**src/rtl/audio_post_mix_if.sv**
```systemverilog
// Source-level and PCM-output bundle for audio_post_mix.
// master drives the strobe and source levels; slave (the mixer) drives the PCM outputs.
interface audio_post_mix_if;
  logic        sample_ce;
  logic [15:0] tia_in;
  logic [15:0] pokey_in;
  logic [15:0] ym_l_in;
  logic [15:0] ym_r_in;
  logic [15:0] out_l;
  logic [15:0] out_r;
  logic        out_valid;

  modport master (
    output sample_ce, tia_in, pokey_in, ym_l_in, ym_r_in,
    input  out_l, out_r, out_valid
  );

  modport slave (
    input  sample_ce, tia_in, pokey_in, ym_l_in, ym_r_in,
    output out_l, out_r, out_valid
  );
endinterface

```
**src/rtl/audio_post_mix.sv**
```systemverilog
// Saturating TIA/POKEY/YM mixer with box-car decimation to signed 16-bit L/R PCM.
// Optional DC removal is compiled in when AUDIO_DC_BLOCK_EN is defined.
module audio_post_mix #(
  parameter int DECIM    = 64,
  parameter int DC_SHIFT = 10
) (
  input  logic             clk_sys,
  input  logic             reset,
  audio_post_mix_if.slave  bus
);

  localparam int LOG2D = $clog2(DECIM);
  localparam int AW    = 16 + LOG2D;

  // Clamp a 17-bit signed difference into the signed 16-bit range.
  function automatic logic [15:0] sat_s17_to_s16(input logic [16:0] d);
    logic [15:0] res;
    if (d[16] && !d[15]) begin
      res = 16'h8000;
    end else if (!d[16] && d[15]) begin
      res = 16'h7FFF;
    end else begin
      res = d[15:0];
    end
    return res;
  endfunction

  // Clamp an 18-bit unsigned mix to 16 bits.
  function automatic logic [15:0] sat_u18_to_u16(input logic [17:0] m);
    logic [15:0] res;
    if (m > 18'h0FFFF) begin
      res = 16'hFFFF;
    end else begin
      res = m[15:0];
    end
    return res;
  endfunction

  logic [LOG2D-1:0] r_cnt;
  logic [AW-1:0]    r_acc_l;
  logic [AW-1:0]    r_acc_r;
  logic [15:0]      r_out_l;
  logic [15:0]      r_out_r;
  logic             r_out_valid;

  logic [17:0]      w_mix_l;
  logic [17:0]      w_mix_r;
  logic [15:0]      w_sat_l;
  logic [15:0]      w_sat_r;
  logic [AW-1:0]    w_sum_l;
  logic [AW-1:0]    w_sum_r;
  logic [15:0]      w_avg_l;
  logic [15:0]      w_avg_r;
  logic             w_period_end;
  logic [15:0]      w_out_l;
  logic [15:0]      w_out_r;

  assign w_mix_l      = 18'(bus.tia_in) + 18'(bus.pokey_in) + 18'(bus.ym_l_in);
  assign w_mix_r      = 18'(bus.tia_in) + 18'(bus.pokey_in) + 18'(bus.ym_r_in);
  assign w_sat_l      = sat_u18_to_u16(w_mix_l);
  assign w_sat_r      = sat_u18_to_u16(w_mix_r);
  // The final sample of a period is folded in before the divide, so it never overflows AW.
  assign w_sum_l      = r_acc_l + AW'(w_sat_l);
  assign w_sum_r      = r_acc_r + AW'(w_sat_r);
  assign w_avg_l      = 16'(w_sum_l >> LOG2D);
  assign w_avg_r      = 16'(w_sum_r >> LOG2D);
  assign w_period_end = bus.sample_ce && (r_cnt == LOG2D'(DECIM - 1));

`ifdef AUDIO_DC_BLOCK_EN
  localparam int DW = 16 + DC_SHIFT;

  logic [DW-1:0] r_dc_acc_l;
  logic [DW-1:0] r_dc_acc_r;
  logic [15:0]   w_dc_est_l;
  logic [15:0]   w_dc_est_r;

  assign w_dc_est_l = 16'(r_dc_acc_l >> DC_SHIFT);
  assign w_dc_est_r = 16'(r_dc_acc_r >> DC_SHIFT);
  assign w_out_l    = sat_s17_to_s16({1'b0, w_avg_l} - {1'b0, w_dc_est_l});
  assign w_out_r    = sat_s17_to_s16({1'b0, w_avg_r} - {1'b0, w_dc_est_r});

  // Leaky DC tracker, updated once per output sample from the pre-update estimate.
  always_ff @(posedge clk_sys) begin
    if (reset) begin
      r_dc_acc_l <= DW'(0);
      r_dc_acc_r <= DW'(0);
    end else if (w_period_end) begin
      r_dc_acc_l <= r_dc_acc_l + DW'(w_avg_l) - DW'(w_dc_est_l);
      r_dc_acc_r <= r_dc_acc_r + DW'(w_avg_r) - DW'(w_dc_est_r);
    end else begin
      r_dc_acc_l <= r_dc_acc_l;
      r_dc_acc_r <= r_dc_acc_r;
    end
  end
`else
  assign w_out_l = w_avg_l ^ 16'h8000;
  assign w_out_r = w_avg_r ^ 16'h8000;
`endif

  // Decimation counter, accumulators and registered PCM output with one-cycle strobe.
  always_ff @(posedge clk_sys) begin
    if (reset) begin
      r_cnt       <= LOG2D'(0);
      r_acc_l     <= AW'(0);
      r_acc_r     <= AW'(0);
      r_out_l     <= 16'h0000;
      r_out_r     <= 16'h0000;
      r_out_valid <= 1'b0;
    end else if (bus.sample_ce) begin
      r_cnt <= r_cnt + LOG2D'(1);
      if (w_period_end) begin
        r_acc_l     <= AW'(0);
        r_acc_r     <= AW'(0);
        r_out_l     <= w_out_l;
        r_out_r     <= w_out_r;
        r_out_valid <= 1'b1;
      end else begin
        r_acc_l     <= w_sum_l;
        r_acc_r     <= w_sum_r;
        r_out_valid <= 1'b0;
      end
    end else begin
      r_out_valid <= 1'b0;
    end
  end

  assign bus.out_l     = r_out_l;
  assign bus.out_r     = r_out_r;
  assign bus.out_valid = r_out_valid;

endmodule
```
**src/flat_wrapper.sv**
```systemverilog
// flat-port wrapper written by rule: the top's interface ports become plain ports
module audio_post_mix_flat 
#(
  parameter int DECIM    = 64,
  parameter int DC_SHIFT = 10
)
  (clk_sys, reset, bus_sample_ce, bus_tia_in, bus_pokey_in, bus_ym_l_in, bus_ym_r_in, bus_out_l, bus_out_r, bus_out_valid);
  audio_post_mix_if bus_i ();
  input  logic clk_sys;
  input  logic reset;
  input wire logic [$bits(bus_i.sample_ce)-1:0] bus_sample_ce;
  input wire logic [$bits(bus_i.tia_in)-1:0] bus_tia_in;
  input wire logic [$bits(bus_i.pokey_in)-1:0] bus_pokey_in;
  input wire logic [$bits(bus_i.ym_l_in)-1:0] bus_ym_l_in;
  input wire logic [$bits(bus_i.ym_r_in)-1:0] bus_ym_r_in;
  output wire logic [$bits(bus_i.out_l)-1:0] bus_out_l;
  output wire logic [$bits(bus_i.out_r)-1:0] bus_out_r;
  output wire logic [$bits(bus_i.out_valid)-1:0] bus_out_valid;
  assign bus_i.sample_ce = bus_sample_ce;
  assign bus_i.tia_in = bus_tia_in;
  assign bus_i.pokey_in = bus_pokey_in;
  assign bus_i.ym_l_in = bus_ym_l_in;
  assign bus_i.ym_r_in = bus_ym_r_in;
  assign bus_out_l = bus_i.out_l;
  assign bus_out_r = bus_i.out_r;
  assign bus_out_valid = bus_i.out_valid;
  audio_post_mix #(.DECIM(DECIM), .DC_SHIFT(DC_SHIFT)) u_core (.clk_sys(clk_sys), .reset(reset), .bus(bus_i));
endmodule
```
**config.mk**
```make
export PLATFORM = sky130hd
export DESIGN_NAME = audio_post_mix_flat
export DESIGN_NICKNAME = d
export VERILOG_FILES = /design/src/rtl/audio_post_mix_if.sv /design/src/rtl/audio_post_mix.sv /design/src/flat_wrapper.sv
export SDC_FILE = /design/constraint.sdc
export NUM_CORES = 1
export LEC_CHECK = 0
export BUFFER_PORTS_ARGS = -buffer_cell sky130_fd_sc_hd__buf_2
export CORE_ASPECT_RATIO = 1.1
export CORE_MARGIN = 2
export CORE_UTILIZATION = 55
export DETAILED_ROUTE_END_ITERATION = 16
export PLACE_DENSITY = 0.77
export REMOVE_ABC_BUFFERS = 1
export SLEW_MARGIN = 10
export SYNTH_ARGS = -nofsm -noshare
export SYNTH_HDL_FRONTEND = slang
export SYNTH_SLANG_ARGS = --single-unit
```
**constraint.sdc**
```tcl
create_clock -name clk_sys -period 9.73 [get_ports clk_sys]
set_input_delay 1.946 -clock clk_sys [delete_from_list [all_inputs] [get_ports clk_sys]]
set_output_delay 1.946 -clock clk_sys [all_outputs]
set_load 0.03 [all_outputs]
```
Yosys cells after proc, flatten, opt, wreduce, memory -nomap -nowiden
Index checks and enable logic that the tools add are counted.
{"block": "totals", "reg_bits": 83, "latch_bits": 0, "ram_bits": 0, "mem_bits_ro": 0, "out_inout_bits": 33, "wordCells": 26, "n_memories": 0}
{"block": "classes", "n_addsub": 6, "multipliers": 0, "div": 0, "magnitude_cmp": 2, "eq_ne": 1, "n_shift": 0, "n_mux": 5, "bitwise": 3, "n_reduce_logical": 3}
{"cell": "$add A22 B16 Y22", "count": 2}
{"cell": "$mux W22", "count": 2}
{"cell": "$gt A18 B16 Y1 const B", "count": 2}
{"cell": "$mux W16", "count": 2}
{"cell": "$add A17 B16 Y18", "count": 1}
{"cell": "$add A18 B16 Y18", "count": 1}
{"cell": "$add A16 B16 Y17", "count": 1}
{"cell": "$add A6 B1 Y6 const B", "count": 1}
{"cell": "$eq A6 B6 Y1 const B", "count": 1}
{"cell": "$not A1 Y1", "count": 3}
{"cell": "$reduce_and A2 Y1", "count": 1}
{"cell": "$reduce_or A2 Y1", "count": 1}
{"cell": "$logic_and A1 B1 Y1", "count": 1}
{"cell": "$mux W1", "count": 1}

Depth between registers and ports, before layout
Gate-level depths: netlist of run 1.
{"block": "depth", "ltp_word": 6, "depth_mapped": 30}

Worst setup path after synthesis of run 1
No wires, ideal clock.
{"block": "synth_path", "path_type": "input port to flip-flop", "start": "input bus_pokey_in[1]", "end": "register u_core.r_out_l[10] (netlist: u_core.bus.out_l[10])", "setup_ps": 122, "arrival_ps": 7230, "required_ps": 9608, "path_slack_ps": 2378, "cell_stages": 25, "n_path_buf": 0, "path_cell_list": "ha_1 -> a211oi_1 -> o21ai_1 -> a2111oi_0 -> o21ai_1 -> a21o_1 -> a21oi_1 -> xnor2_1 -> ha_1 -> a21o_1 -> a21o_1 -> a21o_2 -> nor2_1 -> a21oi_1 -> o22ai_2 -> nand2b_1 -> ha_1 -> fa_1 -> nand3_1 -> a31oi_1 -> o41ai_1 -> o21ai_1 -> a21oi_2 -> nor4_1 -> a311o_1"}
{"block": "synth_via", "elab_chain_cells": 5}
{"item": "start: declaration", "line_no": "flat_wrapper.sv:13", "source": "input wire logic [$bits(bus_i.pokey_in)-1:0] bus_pokey_in;"}
{"item": "$add A16 B16 Y17 (*)", "line_no": "audio_post_mix.sv:58", "source": "assign w_mix_l = 18'(bus.tia_in) + 18'(bus.pokey_in) + 18'(bus.ym_l_in);"}
{"item": "$add A17 B16 Y18 (*)", "line_no": "audio_post_mix.sv:58"}
{"item": "$gt A18 B16 Y1", "line_no": "audio_post_mix.sv:31", "source": "if (m > 18'h0FFFF) begin"}
{"item": "$mux W16 (*)", "line_no": "audio_post_mix.sv:31"}
{"item": "$add A22 B16 Y22 (*)", "line_no": "audio_post_mix.sv:63", "source": "assign w_sum_l = r_acc_l + AW'(w_sat_l);"}
{"item": "end signal: assignment", "line_no": "audio_post_mix.sv:114", "source": "r_out_l <= w_out_l;"}
{"item": "end: declaration", "line_no": "audio_post_mix.sv:42", "source": "logic [15:0] r_out_l;"}
Mark *: on every way between the ends. The rest lies on a longest branch, timed or not.
A chain may end at the register's enable or synchronous reset.

Final worst setup path of run 1
{"block": "layout_path", "start": "input bus_pokey_in[1]", "end": "register u_core.r_out_l[13] (netlist: u_core.bus.out_l[13])"}
Same word-level chain as after synthesis.

==> report_table.html, run 1 <==
<table>
<tr><th>Metric</th><th>Value</th></tr>
<tr><th colspan="2">STA</th></tr>
<tr><td>Max Clock Freq</td><td>123 MHz</td></tr>
<tr><td>Count of final hold-check violations</td><td>0</td></tr>
<tr><td>Final-report setup violation count</td><td>0</td></tr>
<tr><td>Max Transition Viols Final</td><td>0</td></tr>
<tr><td>Post-route fraction of the period consumed by the critical path</td><td>83.6%</td></tr>
<tr><td>Worst-Margin Slew</td><td>roughly 880 ps</td></tr>
<tr><td>Unrepaired setup endpoints after global routing</td><td>no</td></tr>
<tr><td>Worst Slack Setup Final</td><td>between 1500 and 2000 ps</td></tr>
<tr><td>Worst max-slew margin expressed relative to the limit</td><td>41.2%</td></tr>
<tr><td>Shortest clock period the worst path allows after layout</td><td>around 8000 ps</td></tr>
<tr><td>Post-Route Skew</td><td>6.86 ps</td></tr>
<tr><td>Setup TNS Final</td><td>0 ps</td></tr>
<tr><th colspan="2">Clocking</th></tr>
<tr><td>Setup bufs post-CTS</td><td>0</td></tr>
<tr><td>Number of instances resized during post-cts repair</td><td>0</td></tr>
<tr><td>Cell chosen for the clock root</td><td>clkbuf_16</td></tr>
<tr><td>Buffers from clock root to sink, at most</td><td>2</td></tr>
<tr><td>Clock transition at the registers of the reported paths</td><td>roughly 60 ps</td></tr>
<tr><td>Clock tree from TritonCTS</td><td>built</td></tr>
<tr><td>Latest clock arrival within the worst-skew pair</td><td>around 340 ps</td></tr>
<tr><td>Number of hold buffers added after cts</td><td>0</td></tr>
<tr><td>Total CTS buffers</td><td>9</td></tr>
<tr><td>Number of clock sinks</td><td>between 80 and 90</td></tr>
<tr><td>CTS H-tree depth</td><td>3</td></tr>
<tr><th colspan="2">Synth</th></tr>
<tr><td>Post-synthesis mux area share</td><td>0.270%</td></tr>
<tr><td>Synthesized area per cell</td><td>7.70 um^2</td></tr>
<tr><td>Register bit count reported by yosys</td><td>83</td></tr>
<tr><td>Dominant combinational cell family by area after synthesis</td><td>compound AO/OA/AOI/OAI gates</td></tr>
<tr><td>Post-synth EDFFs</td><td>0</td></tr>
<tr><td>Post-synthesis share of cell area spent on full adders, half adders and majority gates</td><td>15.7%</td></tr>
<tr><td>Area leader, netlist</td><td>dfxtp_1</td></tr>
<tr><td>Cell types occupying the most area after synthesis</td><td>dfxtp_1 (22%), ha_1 (14%), nand2_1 (5.3%), a21oi_1 (5.1%), o21ai_0 (4.7%)</td></tr>
<tr><td>Synth Cell Area</td><td>7410 um^2</td></tr>
<tr><td>Most frequent cells after synthesis</td><td>nand2_1 (105), ha_1 (85), dfxtp_1 (83)</td></tr>
<tr><td>Xor-xnor portion of the synthesized cell area</td><td>under 10%</td></tr>
<tr><td>Synthesized netlist cell count</td><td>a little under 1000</td></tr>
<tr><td>Post-synthesis share of cell area spent on and, or, nand and nor gates</td><td>between 20% and 30%</td></tr>
<tr><td>Area share of the largest cell type after synthesis</td><td>around 22%</td></tr>
<tr><td>Unique masters post-synth</td><td>77</td></tr>
<tr><td>Most instantiated flip-flop cell in the synthesis netlist</td><td>dfxtp_1</td></tr>
<tr><td>Complex-gate fraction of the synthesized area</td><td>around 30%</td></tr>
<tr><td>FFs w/ async S/R, synth</td><td>0%</td></tr>
<tr><td>Register area share after synthesis</td><td>22.4%</td></tr>
<tr><td>Number of warnings printed during yosys synthesis</td><td>0</td></tr>
<tr><td>Cell with the most instances after synthesis</td><td>nand2_1</td></tr>
<tr><th colspan="2">Routing</th></tr>
<tr><td>Detailed-routing iteration count for the pre-antenna-repair pass</td><td>5</td></tr>
<tr><td>DRC</td><td>0</td></tr>
<tr><td>Number of vias per cell</td><td>approximately 6</td></tr>
<tr><td>Post-detailed-routing wire length</td><td>approximately 18000 um</td></tr>
<tr><td>Iteration-0 DRC Markers</td><td>~480</td></tr>
<tr><td>Via count</td><td>around 7300</td></tr>
<tr><td>Detail-routed net length per standard cell</td><td>15.4 um</td></tr>
<tr><td>Antenna-violating nets left</td><td>0</td></tr>
<tr><th colspan="2">Floorplan</th></tr>
<tr><td>Ports</td><td>100</td></tr>
<tr><td>Starting density of the core</td><td>between 50 and 60%</td></tr>
<tr><td>Placeable core region</td><td>13200 um^2</td></tr>
<tr><td>Die area</td><td>~14000 um^2</td></tr>
<tr><td>Number of standard-cell rows in the floorplan</td><td>between 40 and 50</td></tr>
<tr><td>Floorplan die height</td><td>approximately 130 um</td></tr>
<tr><td>Chip width</td><td>roughly 110 um</td></tr>
<tr><th colspan="2">Pwr</th></tr>
<tr><td>Pwr per Cell Area</td><td>between 200 and 300 nW/um^2</td></tr>
<tr><td>Sw Share</td><td>around 47%</td></tr>
<tr><td>Net switching power</td><td>0.00110 W</td></tr>
<tr><td>Share of total power in combinational logic</td><td>between 60% and 70%</td></tr>
<tr><td>Internal cell power</td><td>approximately 0.0012 W</td></tr>
<tr><td>Clock Power Share</td><td>between 10 and 15%</td></tr>
<tr><td>Leak pwr</td><td>3.68 nW</td></tr>
<tr><td>Maximum resistive drop on vdd</td><td>between 0.1 and 0.15 mV</td></tr>
<tr><td>Sequential Power Share</td><td>between 10% and 20%</td></tr>
<tr><th colspan="2">Setup path</th></tr>
<tr><td>Arrival time reported for the critical path endpoint</td><td>8380 ps</td></tr>
<tr><td>Critical Path Start Type</td><td>primary input</td></tr>
<tr><td>Setup Crit Path Kind</td><td>in -&gt; reg</td></tr>
<tr><td>Maximum fanout count along the critical path</td><td>16</td></tr>
<tr><td>Required arrival time at the worst endpoint</td><td>~10000 ps</td></tr>
<tr><td>Type of destination of the critical path</td><td>flop</td></tr>
<tr><th colspan="2">GRT</th></tr>
<tr><td>Overflow left after global routing</td><td>0</td></tr>
<tr><td>Pin count of the biggest net entering global routing</td><td>between 50 and 60</td></tr>
<tr><td>Global-route total usage across every layer</td><td>between 20 and 30%</td></tr>
<tr><td>Global-route wire length before repair</td><td>just over 30000 um</td></tr>
<tr><td>Via count of the first global-routing pass</td><td>roughly 6700</td></tr>
<tr><td>Initial antenna violation count</td><td>0</td></tr>
<tr><th colspan="2">Place</th></tr>
<tr><td>DP Worst Slack</td><td>between 1000 and 1500 ps</td></tr>
<tr><td>Final HPWL from detailed placement</td><td>roughly 14000 um</td></tr>
<tr><td>Routability Congestion</td><td>0.917</td></tr>
<tr><td>Number of buffers added on ports</td><td>slightly below 100</td></tr>
<tr><td>Number of placed instances, taps included</td><td>1184</td></tr>
<tr><th colspan="2">Final layout</th></tr>
<tr><td>Fraction of layout cells with a size suffix above 1</td><td>about 14%</td></tr>
<tr><td>Final net count</td><td>roughly 1200</td></tr>
<tr><td>Number of filler cells placed in the layout</td><td>1218</td></tr>
<tr><td>Number of cells in the finished layout apart from fillers</td><td>1200</td></tr>
<tr><td>Antenna diode instance count</td><td>0</td></tr>
<tr><td>Core Util, Final</td><td>a little over three fifths</td></tr>
<tr><td>Total area of sequential cells</td><td>~1700 um^2</td></tr>
<tr><td>Area growth from synthesis to layout</td><td>11.7%</td></tr>
<tr><td>Multi-input logic area</td><td>5460 um^2</td></tr>
<tr><th colspan="2">Status</th></tr>
<tr><td>Result of the run</td><td>completed</td></tr>
<tr><th colspan="2">Job</th></tr>
<tr><td>Max_cap viols</td><td>0</td></tr>
<tr><th colspan="2">Hold path</th></tr>
<tr><td>Min-Delay Path Class</td><td>reg -&gt; reg</td></tr>
</table>
metrics by stage:
stage / total power, W / hold slack [ps] / cell area (um^2)
2_1_floorplan: 0.00164 / 432 / 7220
3_3_place_gp: 0.00193 / 436 / 7980
3_5_place_dp: 0.00196 / 442 / 7980
4_1_cts: 0.00231 / 451 / 8270
5_1_grt: 0.00253 / 464 / 8270
6_report: 0.00232 / 447 / 8270
flip-flops by register name, indices dropped and copies added, names as in the netlist:
signal,flops
u_core.r_acc_l,22
u_core.r_acc_r,22
u_core.bus.out_l,16
u_core.bus.out_r,16
u_core.r_cnt,6
u_core.bus.out_valid,1
power by group through the flow:
stage	clock, W	sequential, W	combinational, W
2_1_floorplan	0	0.000432	0.00121
3_5_place_dp	0	0.000441	0.00152
5_1_grt	0.000358	0.000443	0.00173
6_report	0.000341	0.000436	0.00155
4_1_cts	0.000345	0.000435	0.00153
3_3_place_gp	0	0.000441	0.00149
placed cells by master (no fill, tap or decap), types with 7 or more instances in the layout:
cell type | synthesis | routed
a22oi_1 | 10 | 10
ha_1 | 85 | 85
nand2_1 | 105 | 105
a211oi_1 | 14 | 14
a21o_1 | 40 | 40
nand3_1 | 50 | 50
xnor2_1 | 30 | 30
dfxtp_1 | 83 | 83
nor2b_1 | 11 | 11
nor2_1 | 74 | 73
o21ai_0 | 70 | 70
buf_2 | 4 | 99
nand2b_1 | 9 | 9
and3_1 | 8 | 8
nor3_1 | 20 | 20
o21bai_1 | 7 | 7
a31oi_1 | 13 | 13
or4_1 | 9 | 9
o211ai_1 | 9 | 9
a21oi_1 | 75 | 75
buf_4 | 1 | 7
nand4_1 | 12 | 12
xor2_1 | 33 | 33
clkbuf_16 | 0 | 9
o21a_1 | 15 | 15
inv_1 | 27 | 27
layer usage:
metal / vias to the layer above / GRT usage, % / part of all wire, %
met5: - / 0 / 0
li1: 3712 / - / -
met1: 3380 / 33.2 / 46
met3: 23 / 3.46 / 4.7
met4: 0 / 7.10 / 1.6
met2: 181 / 44.9 / 48
logic make-up after synthesis:
family / count (synthesis)
compound gates: 327
simple gates: 324
fa+ha+maj: 90
flops: 83
buf+inv: 73
xor+xnor: 63
mux: 2
critical path, cell delays in order:
cell	delay, ps
buf_2	110
ha_1	300
a211oi_1	300
o21ai_1	150
a2111oi_0	730
o21ai_1	190
a21o_1	200
a21oi_1	190
xnor2_1	190
ha_1	320
a21o_1	190
a21o_1	170
a21o_2	210
nor2_1	110
a21oi_1	90
o22ai_2	140
buf_4	220
nand2_1	130
ha_1	290
a21o_1	180
a21oi_1	320
o21ai_1	230
a211o_1	340
a31oi_1	680
o21ai_0	160
a311oi_1	290
cell type report:
cell class / instances / area share (%)
multi-input cells: 806 / 66.0
flip-flops and latches: 83 / 20.1
repair buffers: 106 / 6.62
clock buffers: 10 / 2.89
well taps: 161 / 2.43
inverters: 28 / 1.27
clock inverters: 6 / 0.665
path summary, 6_finish.rpt:
kind | start | endpoint | slack [ps] | cells past startpoint
worst min register to register | u_core.bus.out_r[10]$_SDFFE_PP0P_ | u_core.bus.out_r[10]$_SDFFE_PP0P_ | 450 | 2
worst max-delay path | bus_pokey_in[1] | u_core.bus.out_l[13]$_SDFFE_PP0P_ | 1600 | 26
worst max register to register | u_core.r_acc_l[1]$_SDFFE_PP0P_ | u_core.bus.out_l[13]$_SDFFE_PP0P_ | 6790 | 8
worst min-delay path | u_core.bus.out_r[10]$_SDFFE_PP0P_ | u_core.bus.out_r[10]$_SDFFE_PP0P_ | 450 | 2
Note: power is estimated with default switching activity, not from simulation.
==> run 2: changes to the inputs <==
CORE_UTILIZATION = 54   (was 55)
PLACE_DENSITY = 0.79   (was 0.77)
clock period = 7.05 ns   (was 9.73 ns; I/O delays follow)
==> run 2 against run 1 <==
Hold slack better by 3.5 ps. Sequential cell count is the same. Register-to-register slack got worse by 2500 ps. Sequential share of layout area shrank 1.3 points. First-iteration DRC count shrank 8.6%. Sequential power is 39% higher. Power up 54%. Non-clock buffer count is 58 higher. Worst setup slack worse by 1400 ps. Clock-buffer cell count unchanged. Critical path depth is 4 higher. Highest routed layer unchanged.
==> report_table.html, run 2 (same netlist as run 1, synthesis figures left out) <==
<table>
<tr><th>Metric</th><th>Value</th></tr>
<tr><th colspan="2">Setup path</th></tr>
<tr><td>Delay contributed by the slowest stage of the critical path</td><td>460 ps (-270 ps)</td></tr>
<tr><td>Reg-to-reg slack, setup</td><td>4330 ps (-2460 ps)</td></tr>
<tr><td>Worst reg2reg endpoint</td><td>u_core.r_acc_l[17]$_SDFFE_PP0P_</td></tr>
<tr><td>Worst Path Buf+Inv</td><td>5 (+3)</td></tr>
<tr><td>Type of destination of the critical path</td><td>flop</td></tr>
<tr><td>Standard cell with the maximum stage delay on the critical path</td><td>or4_1</td></tr>
<tr><td>Kind of cell adding the most delay to the critical path</td><td>compound AO/OA/AOI/OAI gates</td></tr>
<tr><td>R2r startpoint</td><td>u_core.r_cnt[0]$_SDFFE_PP0P_</td></tr>
<tr><td>Critical Path Start Type</td><td>primary input</td></tr>
<tr><td>Worst Reg2Reg Path Length in Cells</td><td>9 (+1)</td></tr>
<tr><td>Maximum fanout count along the critical path</td><td>9 (-7)</td></tr>
<tr><td>Arrival time reported for the critical path endpoint</td><td>7110 ps (-1270 ps)</td></tr>
<tr><td>Cell mode on critical path</td><td>buf_4</td></tr>
<tr><td>Required arrival time at the worst endpoint</td><td>7320 ps (-2660 ps)</td></tr>
<tr><td>Setup Crit Path Kind</td><td>in -&gt; reg</td></tr>
<tr><th colspan="2">STA</th></tr>
<tr><td>Max Clock Freq</td><td>around 150 MHz</td></tr>
<tr><td>Post-Route Skew</td><td>12.2 ps (+5.38 ps)</td></tr>
<tr><td>Max Transition Viols Final</td><td>0 (unchanged)</td></tr>
<tr><td>Worst-Margin Slew</td><td>911 ps (+34.3 ps)</td></tr>
<tr><td>Shortest clock period the worst path allows after layout</td><td>roughly 6800 ps</td></tr>
<tr><td>Worst max-slew margin expressed relative to the limit</td><td>39.0% (-2.1 points)</td></tr>
<tr><td>Final-report setup violation count</td><td>0 (unchanged)</td></tr>
<tr><td>Count of final hold-check violations</td><td>0 (unchanged)</td></tr>
<tr><td>Worst Slack Setup Final</td><td>217 ps (-1380 ps)</td></tr>
<tr><td>Post-route fraction of the period consumed by the critical path</td><td>96.9%</td></tr>
<tr><th colspan="2">Routing</th></tr>
<tr><td>Detailed-routing iteration count for the pre-antenna-repair pass</td><td>5 (unchanged)</td></tr>
<tr><td>Antenna-violating nets left</td><td>0 (unchanged)</td></tr>
<tr><td>Via count</td><td>7615 (+4.4%)</td></tr>
<tr><td>Post-detailed-routing wire length</td><td>19400 um (+4.9%)</td></tr>
<tr><td>Iteration-0 DRC Markers</td><td>437 (-8.6%)</td></tr>
<tr><td>Detail-routed net length per standard cell</td><td>15.1 um (-1.7%)</td></tr>
<tr><td>DRC</td><td>0 (unchanged)</td></tr>
<tr><td>Number of vias per cell</td><td>5.94 (-2.2%)</td></tr>
<tr><th colspan="2">Final layout</th></tr>
<tr><td>Area growth from synthesis to layout</td><td>19.1%</td></tr>
<tr><td>Core Util, Final</td><td>66.3% (+3.4 points)</td></tr>
<tr><td>Final net count</td><td>1249 (+4.9%)</td></tr>
<tr><td>Commonest non-fill, non-tap cell in the layout</td><td>nand2_1</td></tr>
<tr><td>Fraction of layout cells with a size suffix above 1</td><td>19.4% (+5.6 points)</td></tr>
<tr><td>Largest registers in the final layout</td><td>u_core.r_acc_l (22), u_core.r_acc_r (22)</td></tr>
<tr><td>Antenna diode instance count</td><td>0 (unchanged)</td></tr>
<tr><td>Highest-count cells in the layout ignoring fill and taps</td><td>nand2_1 (105), buf_2 (99), dfxtp_1 (83)</td></tr>
<tr><th colspan="2">Pwr</th></tr>
<tr><td>Maximum resistive drop on vdd</td><td>0.201 mV (+56%)</td></tr>
<tr><td>Leak pwr</td><td>3.96 nW (+7.5%)</td></tr>
<tr><td>Pwr per Cell Area</td><td>405 nW/um^2 (+44%)</td></tr>
<tr><td>Power consumption</td><td>0.00358 W (+54%)</td></tr>
<tr><th colspan="2">GRT</th></tr>
<tr><td>Initial antenna violation count</td><td>0 (unchanged)</td></tr>
<tr><td>Via count of the first global-routing pass</td><td>6947 (+3.3%)</td></tr>
<tr><td>Overflow left after global routing</td><td>0 (unchanged)</td></tr>
<tr><td>Pin count of the biggest net entering global routing</td><td>67 (+31%)</td></tr>
<tr><td>Global-route wire length before repair</td><td>31300 um (+1.3%)</td></tr>
<tr><td>Global-route total usage across every layer</td><td>25.8% (about the same)</td></tr>
<tr><th colspan="2">Status</th></tr>
<tr><td>Result of the run</td><td>completed</td></tr>
<tr><th colspan="2">Hold path</th></tr>
<tr><td>Hold Crit Start</td><td>u_core.bus.out_r[6]$_SDFFE_PP0P_</td></tr>
<tr><td>Min-Delay Path Class</td><td>reg -&gt; reg</td></tr>
<tr><td>Hold-critical path depth</td><td>2 (unchanged)</td></tr>
<tr><td>Hold-critical path endpoint</td><td>u_core.bus.out_r[6]$_SDFFE_PP0P_</td></tr>
<tr><th colspan="2">Place</th></tr>
<tr><td>Number of buffers added on ports</td><td>99 (unchanged)</td></tr>
<tr><td>Final HPWL from detailed placement</td><td>14400 um (+2.1%)</td></tr>
<tr><td>DP Worst Slack</td><td>-377 ps (-1640 ps)</td></tr>
<tr><td>Routability Congestion</td><td>0.872 (-4.9%)</td></tr>
<tr><th colspan="2">Floorplan</th></tr>
<tr><td>Floorplan die height</td><td>127 um (+0.89%)</td></tr>
<tr><td>Number of standard-cell rows in the floorplan</td><td>44 (unchanged)</td></tr>
<tr><td>Starting density of the core</td><td>55.6% (-0.70 points)</td></tr>
<tr><td>Chip width</td><td>116 um (+0.89%)</td></tr>
<tr><td>Die area</td><td>14700 um^2 (+1.8%)</td></tr>
<tr><td>Ports</td><td>100 (unchanged)</td></tr>
<tr><td>Placeable core region</td><td>13300 um^2 (+1.3%)</td></tr>
<tr><th colspan="2">Clocking</th></tr>
<tr><td>Clock tree from TritonCTS</td><td>built</td></tr>
<tr><td>Number of hold buffers added after cts</td><td>0 (unchanged)</td></tr>
<tr><td>Clock transition at the registers of the reported paths</td><td>70 ps (about the same)</td></tr>
<tr><td>Latest clock arrival within the worst-skew pair</td><td>350 ps (about the same)</td></tr>
<tr><td>Total CTS buffers</td><td>9 (unchanged)</td></tr>
<tr><td>Cell chosen for the clock root</td><td>clkbuf_16</td></tr>
<tr><td>CTS H-tree depth</td><td>3 (unchanged)</td></tr>
<tr><td>Number of clock sinks</td><td>83 (unchanged)</td></tr>
<tr><td>Buffers from clock root to sink, at most</td><td>2 (unchanged)</td></tr>
<tr><th colspan="2">Job</th></tr>
<tr><td>Max_cap viols</td><td>0 (unchanged)</td></tr>
</table>
[run 2: layout make-up]
cell class | instances | area, um^2
timing repair buffer | 164 | 983
fill | 1198 | 4490
inverter | 28 | 105
tap | 184 | 230
multi-input combinational | 806 | 5540
sequential | 83 | 1660
clock buffer | 10 | 239
clock inverter | 6 | 71.3
[run 2: routing by layer]
metal,global-route usage (%),vias to the layer above,wire length (um)
met3,3.44,34,927
li1,-,3821,-
met4,7.91,0,412
met2,43.9,219,9260
met5,0,-,0
met1,33.8,3541,8760
[run 2: where the power goes]
| group | internal [W] | leakage, nW | switching, W |
|---|---|---|---|
| combinational | 0.00112 | 3.14 | 0.00136 |
| clock | 0.000287 | 0.146 | 0.000210 |
| sequential | 0.000546 | 0.676 | 0.0000591 |
| total | 0.00195 | 3.96 | 0.00163 |
[run 2: tightest hold or removal path, cell delays in order, from the launching register on]
cell and delay [ps]:
dfxtp_1 310, nand2_1 50, a21oi_1 50
[run 2: timing repair]
item                       in CTS  in global routing
setup endpoints to repair       2                 53
gates resized for setup         0                 16
pin swaps                       1                  9
setup buffers                   2                  5
[run 2: how the worst max path moves through the flow]
| stage | start | to | slack (ps) | depth (start not counted) |
|---|---|---|---|---|
| after CTS | bus_pokey_in[1] | u_core.bus.out_l[14]$_SDFFE_PP0P_ | 80 | 28 |
| after detailed placement | bus_pokey_in[1] | u_core.bus.out_l[14]$_SDFFE_PP0P_ | -380 | 28 |
| after global placement | bus_pokey_in[1] | u_core.bus.out_l[14]$_SDFFE_PP0P_ | -120 | 28 |
| after global routing | bus_pokey_in[4] | u_core.bus.out_l[12]$_SDFFE_PP0P_ | -30 | 30 |
| final | bus_pokey_in[4] | u_core.bus.out_l[14]$_SDFFE_PP0P_ | 220 | 30 |
| after floorplan | bus_pokey_in[1] | u_core.bus.out_l[13]$_SDFFE_PP0P_ | 10 | 24 |
[run 2: stage by stage]
| step | TNS, ps | hold WS [ps] | cell area (um^2) | instances |
|---|---|---|---|---|
| after floorplan | 0 | 432 | 7220 | 917 |
| after global placement | -365 | 441 | 8390 | 1258 |
| after detailed placement | -5570 | 446 | 8390 | 1258 |
| after CTS | 0 | 455 | 8720 | 1276 |
| after global routing | -44.5 | 470 | 8830 | 1281 |
| final | 0 | 451 | 8830 | 1281 |
